==> config.mk <==
export PLATFORM = sky130hd
export DESIGN_NAME = wb_select_stage
export DESIGN_NICKNAME = d
export VERILOG_FILES = /design/src/rtl/wb_select_stage.sv
export SDC_FILE = /design/constraint.sdc
export NUM_CORES = 1
export LEC_CHECK = 0
export CAP_MARGIN = 5
export CORE_AREA = 2 2 135 137
export CTS_BUF_LIST = sky130_fd_sc_hd__clkbuf_4 sky130_fd_sc_hd__clkbuf_8
export CTS_CLUSTER_SIZE = 12
export DETAILED_ROUTE_END_ITERATION = 7
export DIE_AREA = 0 0 137 139
export PLACE_DENSITY = 0.64
export SYNTH_ARGS = -nofsm -noshare
export SYNTH_HDL_FRONTEND = slang
export SYNTH_SLANG_ARGS = --single-unit
==> constraint.sdc <==
create_clock -name clk -period 2.65 [get_ports clk]
set_clock_uncertainty 0.05 [all_clocks]
set_input_delay 0.265 -clock clk [delete_from_list [all_inputs] [get_ports clk]]
set_output_delay 0.265 -clock clk [all_outputs]
set_load 0.03 [all_outputs]
==> src/rtl/wb_select_stage.sv <==
// MEM/WB writeback-select stage: picks result and destination, registers it,
// and bypasses the registered write to the operand read ports.
module wb_select_stage #(
    parameter int DATA_W   = 32,
    parameter int ADDR_W   = 5,
    parameter int NSRC     = 4,
    parameter int NRD      = 2,
    parameter int LINK_REG = 31,
    parameter int CNT_W    = 16,
    localparam int SEL_W   = $clog2(NSRC)
) (
    input  logic                   clk,
    input  logic                   reset,
    input  logic                   in_valid,
    input  logic [NSRC*DATA_W-1:0] in_src_data,
    input  logic [SEL_W-1:0]       in_src_sel,
    input  logic [ADDR_W-1:0]      in_rt,
    input  logic [ADDR_W-1:0]      in_rd,
    input  logic [1:0]             in_dst_mode,
    input  logic                   stall,
    input  logic                   flush,
    input  logic [NRD*ADDR_W-1:0]  rd_addr,
    input  logic [NRD*DATA_W-1:0]  rf_data,
    output logic [NRD*DATA_W-1:0]  fwd_data,
    output logic [NRD-1:0]         fwd_hit,
    output logic                   wb_valid,
    output logic                   wb_we,
    output logic [ADDR_W-1:0]      wb_addr,
    output logic [DATA_W-1:0]      wb_data,
    output logic                   sel_err,
    output logic [CNT_W-1:0]       wb_count
);

    logic [DATA_W-1:0] data_n;
    logic [ADDR_W-1:0] addr_n;
    logic              we_n;
    logic              sel_bad;

    logic              valid_q, valid_d;
    logic              we_q, we_d;
    logic [ADDR_W-1:0] addr_q, addr_d;
    logic [DATA_W-1:0] data_q, data_d;
    logic              err_q, err_d;
    logic [CNT_W-1:0]  cnt_q, cnt_d;

    // Selects that match no source leave the result at zero.
    always_comb begin
        data_n = '0;
        for (int k = 0; k < NSRC; k++) begin
            if (in_src_sel == SEL_W'(k)) begin
                data_n = in_src_data[k*DATA_W +: DATA_W];
            end
        end
    end

    assign sel_bad = ({1'b0, in_src_sel} >= (SEL_W+1)'(NSRC));

    always_comb begin
        unique case (in_dst_mode)
            2'b00:   addr_n = in_rt;
            2'b01:   addr_n = in_rd;
            2'b10:   addr_n = ADDR_W'(LINK_REG);
            default: addr_n = '0;
        endcase
    end

    assign we_n = in_valid && (in_dst_mode != 2'b11) && (addr_n != '0);

    always_comb begin
        valid_d = valid_q;
        we_d    = we_q;
        addr_d  = addr_q;
        data_d  = data_q;
        err_d   = err_q;
        cnt_d   = cnt_q;
        if (flush) begin
            valid_d = 1'b0;
            we_d    = 1'b0;
            addr_d  = '0;
            data_d  = '0;
        end else if (!stall) begin
            valid_d = in_valid;
            we_d    = we_n;
            addr_d  = addr_n;
            data_d  = data_n;
            err_d   = err_q || (in_valid && sel_bad);
            cnt_d   = we_n ? cnt_q + CNT_W'(1) : cnt_q;
        end
    end

    always_ff @(posedge clk) begin
        if (reset) begin
            valid_q <= 1'b0;
            we_q    <= 1'b0;
            addr_q  <= '0;
            data_q  <= '0;
            err_q   <= 1'b0;
            cnt_q   <= '0;
        end else begin
            valid_q <= valid_d;
            we_q    <= we_d;
            addr_q  <= addr_d;
            data_q  <= data_d;
            err_q   <= err_d;
            cnt_q   <= cnt_d;
        end
    end

    assign wb_valid = valid_q;
    assign wb_we    = we_q;
    assign wb_addr  = addr_q;
    assign wb_data  = data_q;
    assign sel_err  = err_q;
    assign wb_count = cnt_q;

    // Each read port compares independently; $0 never takes bypassed data.
    for (genvar i = 0; i < NRD; i++) begin : g_byp
        logic [ADDR_W-1:0] ra;
        assign ra = rd_addr[i*ADDR_W +: ADDR_W];
        assign fwd_hit[i] = we_q && (addr_q == ra) && (ra != '0);
        assign fwd_data[i*DATA_W +: DATA_W] =
            fwd_hit[i] ? data_q : rf_data[i*DATA_W +: DATA_W];
    end

endmodule
# Yosys cells after proc, flatten, opt, wreduce, memory -nomap -nowiden

Cells that the tools add are included.

Bitwise logic cells: 2
Multiplexer cells: 7
Eq/ne operators: 8
Reductions and logical operators: 13
$add $sub $neg: 1

Operators by type and width:

| operator                | count |
|---|---|
| $mux W32                | 6 |
| $add A16 B1 Y16 const B | 1 |
| $pmux W5 S3             | 1 |
| $reduce_bool A5 Y1      | 3 |
| $eq A5 B5 Y1            | 2 |
| $eq A2 B2 Y1 const B    | 3 |
| $logic_and A1 B1 Y1     | 6 |
| $eq A2 B1 Y1 const B    | 2 |
| $logic_not A2 Y1        | 2 |
| $reduce_and A3 Y1       | 1 |
| $ne A2 B2 Y1 const B    | 1 |
| $not A1 Y1              | 2 |
| $reduce_or A2 Y1        | 1 |

Logic and storage cells: 36
Flip-flop bits (word level): 55
Input port bits: 221

# Logic depth before layout (Yosys ltp)

Word-level depth: 5
Gate-level depth with buffers: 6
Mapped depth without buffers: 5

# Least setup slack after synthesis

No wires, ideal clock.

Kind: reg-to-output
Start point: register addr_q[0] (netlist: wb_addr[0])
End point: output fwd_data[22]
Stages on the path, launching flop included: 6
Path slack: 286 ps
Data arrival time: 2,049 ps
Required time: 2,335 ps
Path buffers: 1
Path through: dfxtp_1 nor4_1 or3_1 a211oi_4 buf_6 mux2_2

Longest elaborated chain between the ends: 4

Ends and longest elaborated chain:

| item                              | line | RTL |
|---|---|---|
| start: declaration                | 41   | `logic [ADDR_W-1:0] addr_q, addr_d;` |
| start signal: assignment          | 102  | `addr_q <= addr_d;` |
| $eq A5 B5 Y1                      | 120  | `assign fwd_hit[i] = we_q && (addr_q == ra) && (ra != '0);` |
| $logic_and A1 B1 Y1 (2 in series) | 120  |  |
| named net fwd_hit[0]              | 25   | `output logic [NRD-1:0] fwd_hit,` |
| $mux W32                          | 122  | `fwd_hit[i] ? data_q : rf_data[i*DATA_W +: DATA_W];` |
| end: declaration                  | 24   | `output logic [NRD*DATA_W-1:0] fwd_data,` |

The timed path passes the listed nets, and every way through them passes these cells.

# Worst setup path in the final report

Start point: register addr_q[3] (netlist: wb_addr[3])
End point: output fwd_data[1]

Longest elaborated chain between the ends: 4

Ends and longest elaborated chain:

| item                              | line |
|---|---|
| $eq A5 B5 Y1                      | 120 |
| $logic_and A1 B1 Y1 (2 in series) | 120 |
| $mux W32                          | 122 |

Every way passes these cells.

==> metrics.md <==
| Metric | Value |
|---|---|
| Outcome | finished clean |
| CP Class | reg2out |
| Overall power | 2.36 mW |
| Register bit total from synthesis | 55 |
| Number of nets in the layout | 946 |
| Total GRT Usage | 20.5% |
| Layout cells sized above 1 | 31.3% |
| Worst path max stage delay | 0.37 ns |
| Tightest Hold Check Type | reg2reg |
| Drc violations | 0 |
| Pwr/cell area | 291 mW/mm^2 |
| Root Buffer | clkbuf_8 |
| Synth top area share | 26.9% |
| Worst-path clk slew | 0.11 ns |
| Via Count | 4544 |
| Final cell count without fillers | 956 |
| Final worst-path cycle share | 98.9% |
| Cts bufs inserted | 5 |
| CP max-delay cell | dfxtp_4 |
| CP Max Fanout | 6 |
| Max-slew violation count | 0 |
| Final hold viol count | 0 |
| Vias per cell | 4.75 |
| Post-synthesis sequential area ratio | 26.9% |
| Boundary pin count | 343 |
| GRT overflow | 0 |
| F_max | 382 MHz |
| Unrepaired setup endpoints after global routing | yes |
| Synth area leader | dfxtp_1 |
| CTS tree | done |
| Worst vdd ir | 0.000193 V |
| Syn_nets | 596 |
| Most frequent CP cell | buf_6 |
| Least-Margin Pin Slew | 0.817 ns |
| CP required | 2.34 ns |
| Area fraction in compound gates after synthesis | 7.97% |
| CP Capture Type | output pin |
| Largest net degree at the start of global routing | 45 |
| Top Family by Delay on Critical Path | buffers and inverters |
| Worst-path cell chain | buf_6 > xnor2_2 > nand3_2 > a211oi_4 > buf_6 > buf_16 > buf_4 > mux2_2 > buf_6 |
| Clk buf depth | 2 |
| Max-cap violation count | 0 |
| RD Place Congestion | 0.882 |
| Antenna-violating nets left | 0 |
| Largest family of logic cells by synthesized area | multiplexers |
| Clk Latency, worst-skew pair | 0.32 ns |
| Inst Count DP | 932 |
| Pre-antenna DRT Iters | 4 |
| Sequential Area | 0.00111 sq mm |
| Area grow syn2layout | 98.0% |
| Die ar. | 0.0190 sq mm |
| DRT iter0 DRCs | 164 |
| Drt total wl | 20300 um |
| Post-synthesis mux area share | 46.6% |
| Multi-input gate area | 0.00293 sq mm |
| Synth top area cells | dfxtp_1 (27%), mux4_2 (18%), mux2_4 (11%) |
| Critical path launch point type | register |
| # rows | 49 |
| Asr flop ratio synth | 0% |
| Avg Cell Area, Syn | 10.9 sq um |
| Synth cell types | 38 |
| Setup violations, final | 0 |
| Total clock sinks | 55 |
| Detail Placement HPWL | 16000 um |
| Initial Util | 23.2% |
| Mapped cell area | 0.00410 sq mm |
| Pre-CTS WS | -0.264 ns |
| Lkg Pwr | 3.11 nW |
| Synth Area in Adders | 0.306% |
| Max_slew headroom | 45.6% |
| Simple-Gate Fraction of Synth Area | 11.6% |
| Die H | 139 um |
| Worst Path Arrival | 2.31 ns |
| H-tree depth | 2 |
| Core box area | 0.0177 sq mm |
| Initial antenna violation count | 2 |
| Global-route wire length before repair | 29100 um |
| Main synth FF type | dfxtp_1 |
| Min cycle time layout | 2.62 ns |
| Fill count | 1644 |
| DIE WIDTH | 137 um |
| PortBufs | 341 |
| Final worst slack | 0.0290 ns |
| WL/cell | 21.3 um |
| Hold Buf Count CTS | 0 |
| Critical path buffers and inverters | 5 |
| Synth Instances | 374 |
| Post-synthesis xor/xnor area fraction | 1.71% |
| YS warnings | 0 |
| Vias in the first global route | 4886 |
| EDFF count, synth | 0 |
## registers in the layout, summed over array words and instances (netlist names)
signal	flops
wb_addr	5
wb_count	16
wb_data	32
wb_valid	1
wb_we	1
## tightest hold or removal path: cells and delay by family, from the launching register on
family             cells  cell delay (ns)
DFF                    1             0.35
AOI/OAI and AO/OA      2             0.13
## report_power, final
group | internal [mW] | switching [mW]
registers | 0.850 | 0.0348
clock network | 0.207 | 0.286
logic | 0.582 | 0.404
## what timing repair did
| item | CTS | global route |
|---|---|---|
| setup endpoints to repair | 58 | 61 |
| gates cloned | 2 | 2 |
| pin swaps | 2 | 6 |
| setup buffers | 7 | 4 |
| resized for setup | 153 | 167 |
| endpoints found under the hold margin | 0 | 0 |
## cells by family after synthesis
group / after synthesis
muxes: 131
and+or+nand+nor: 95
DFF: 55
AOI/OAI and AO/OA: 47
buffers and inverters: 36
xor gates and xnor gates: 8
adders and majority gates: 1
other: 1
## metrics by stage
| step | utilization [%] | hold WS, ns | TNS (ns) | instance area (sq um) |
|---|---|---|---|---|
| after floorplan | - | 0.359 | 0 | 4100 |
| after global placement | 43.8 | 0.424 | -9.96 | 7740 |
| after CTS | 45.3 | 0.469 | -0.00687 | 8000 |
| final | 45.9 | 0.463 | 0 | 8110 |
| after detailed placement | 43.8 | 0.451 | -10.42 | 7740 |
| after global routing | 45.9 | 0.497 | -0.434 | 8110 |
## per-layer routing
layer	part of all wire (%)	global-route usage [%]
met2	54	38.0
met1	37	23.1
met3	4.7	2.60
met4	3.5	8.79
met5	0	0
## layout by cell type, fill, tap and decap left out, drive strengths merged, types with 5 or more instances in the layout
cell | synthesis | final
nand3 | 7 | 7
nand2 | 8 | 8
or3 | 5 | 5
mux2i | 33 | 33
buf | 17 | 98
dfxtp | 55 | 55
clkbuf | 15 | 9
a21oi | 20 | 20
nor2 | 41 | 41
or4 | 11 | 11
clkdlybuf4s50 | 0 | 273
o31ai | 11 | 11
mux4 | 32 | 32
a211oi | 7 | 7
nor3 | 5 | 5
mux2 | 66 | 66
nand2b | 6 | 6
xnor2 | 8 | 8
## cells in the mapped netlist, types with 3 or more instances
library cell / number
nand2b_1: 6
nor3_1: 5
inv_1: 4
nand3_1: 7
dfxtp_1: 55
a211o_1: 3
clkbuf_1: 14
xnor2_1: 8
a21oi_1: 20
nor2_1: 41
mux2_4: 30
o31ai_1: 11
a211oi_1: 5
mux4_2: 32
buf_2: 7
or3_1: 5
nand2_1: 8
mux2i_1: 33
mux2_2: 36
or4_1: 11
buf_6: 6
o21ai_0: 3
nor4_1: 3
## cell type report
cell class / count / area share [%]
clock inverters: 1 / 0.0617
clock buffers: 7 / 1.03
multi-input cells: 283 / 36.1
diodes: 2 / 0.0617
well taps: 229 / 3.53
flip-flops and latches: 55 / 13.7
inverters: 4 / 0.185
repair buffers: 375 / 45.3
## path summary, 6_finish.rpt
path / from / to / slack, ns / cells past startpoint
max: wb_addr[3] / fwd_data[1] / 0.03 / 9
min: wb_count[13] / wb_count[13] / 0.46 / 2
max reg2reg: wb_count[0] / wb_count[14] / 0.70 / 5
min reg2reg: wb_count[13] / wb_count[13] / 0.46 / 2
(Power assumes the default switching activity.)
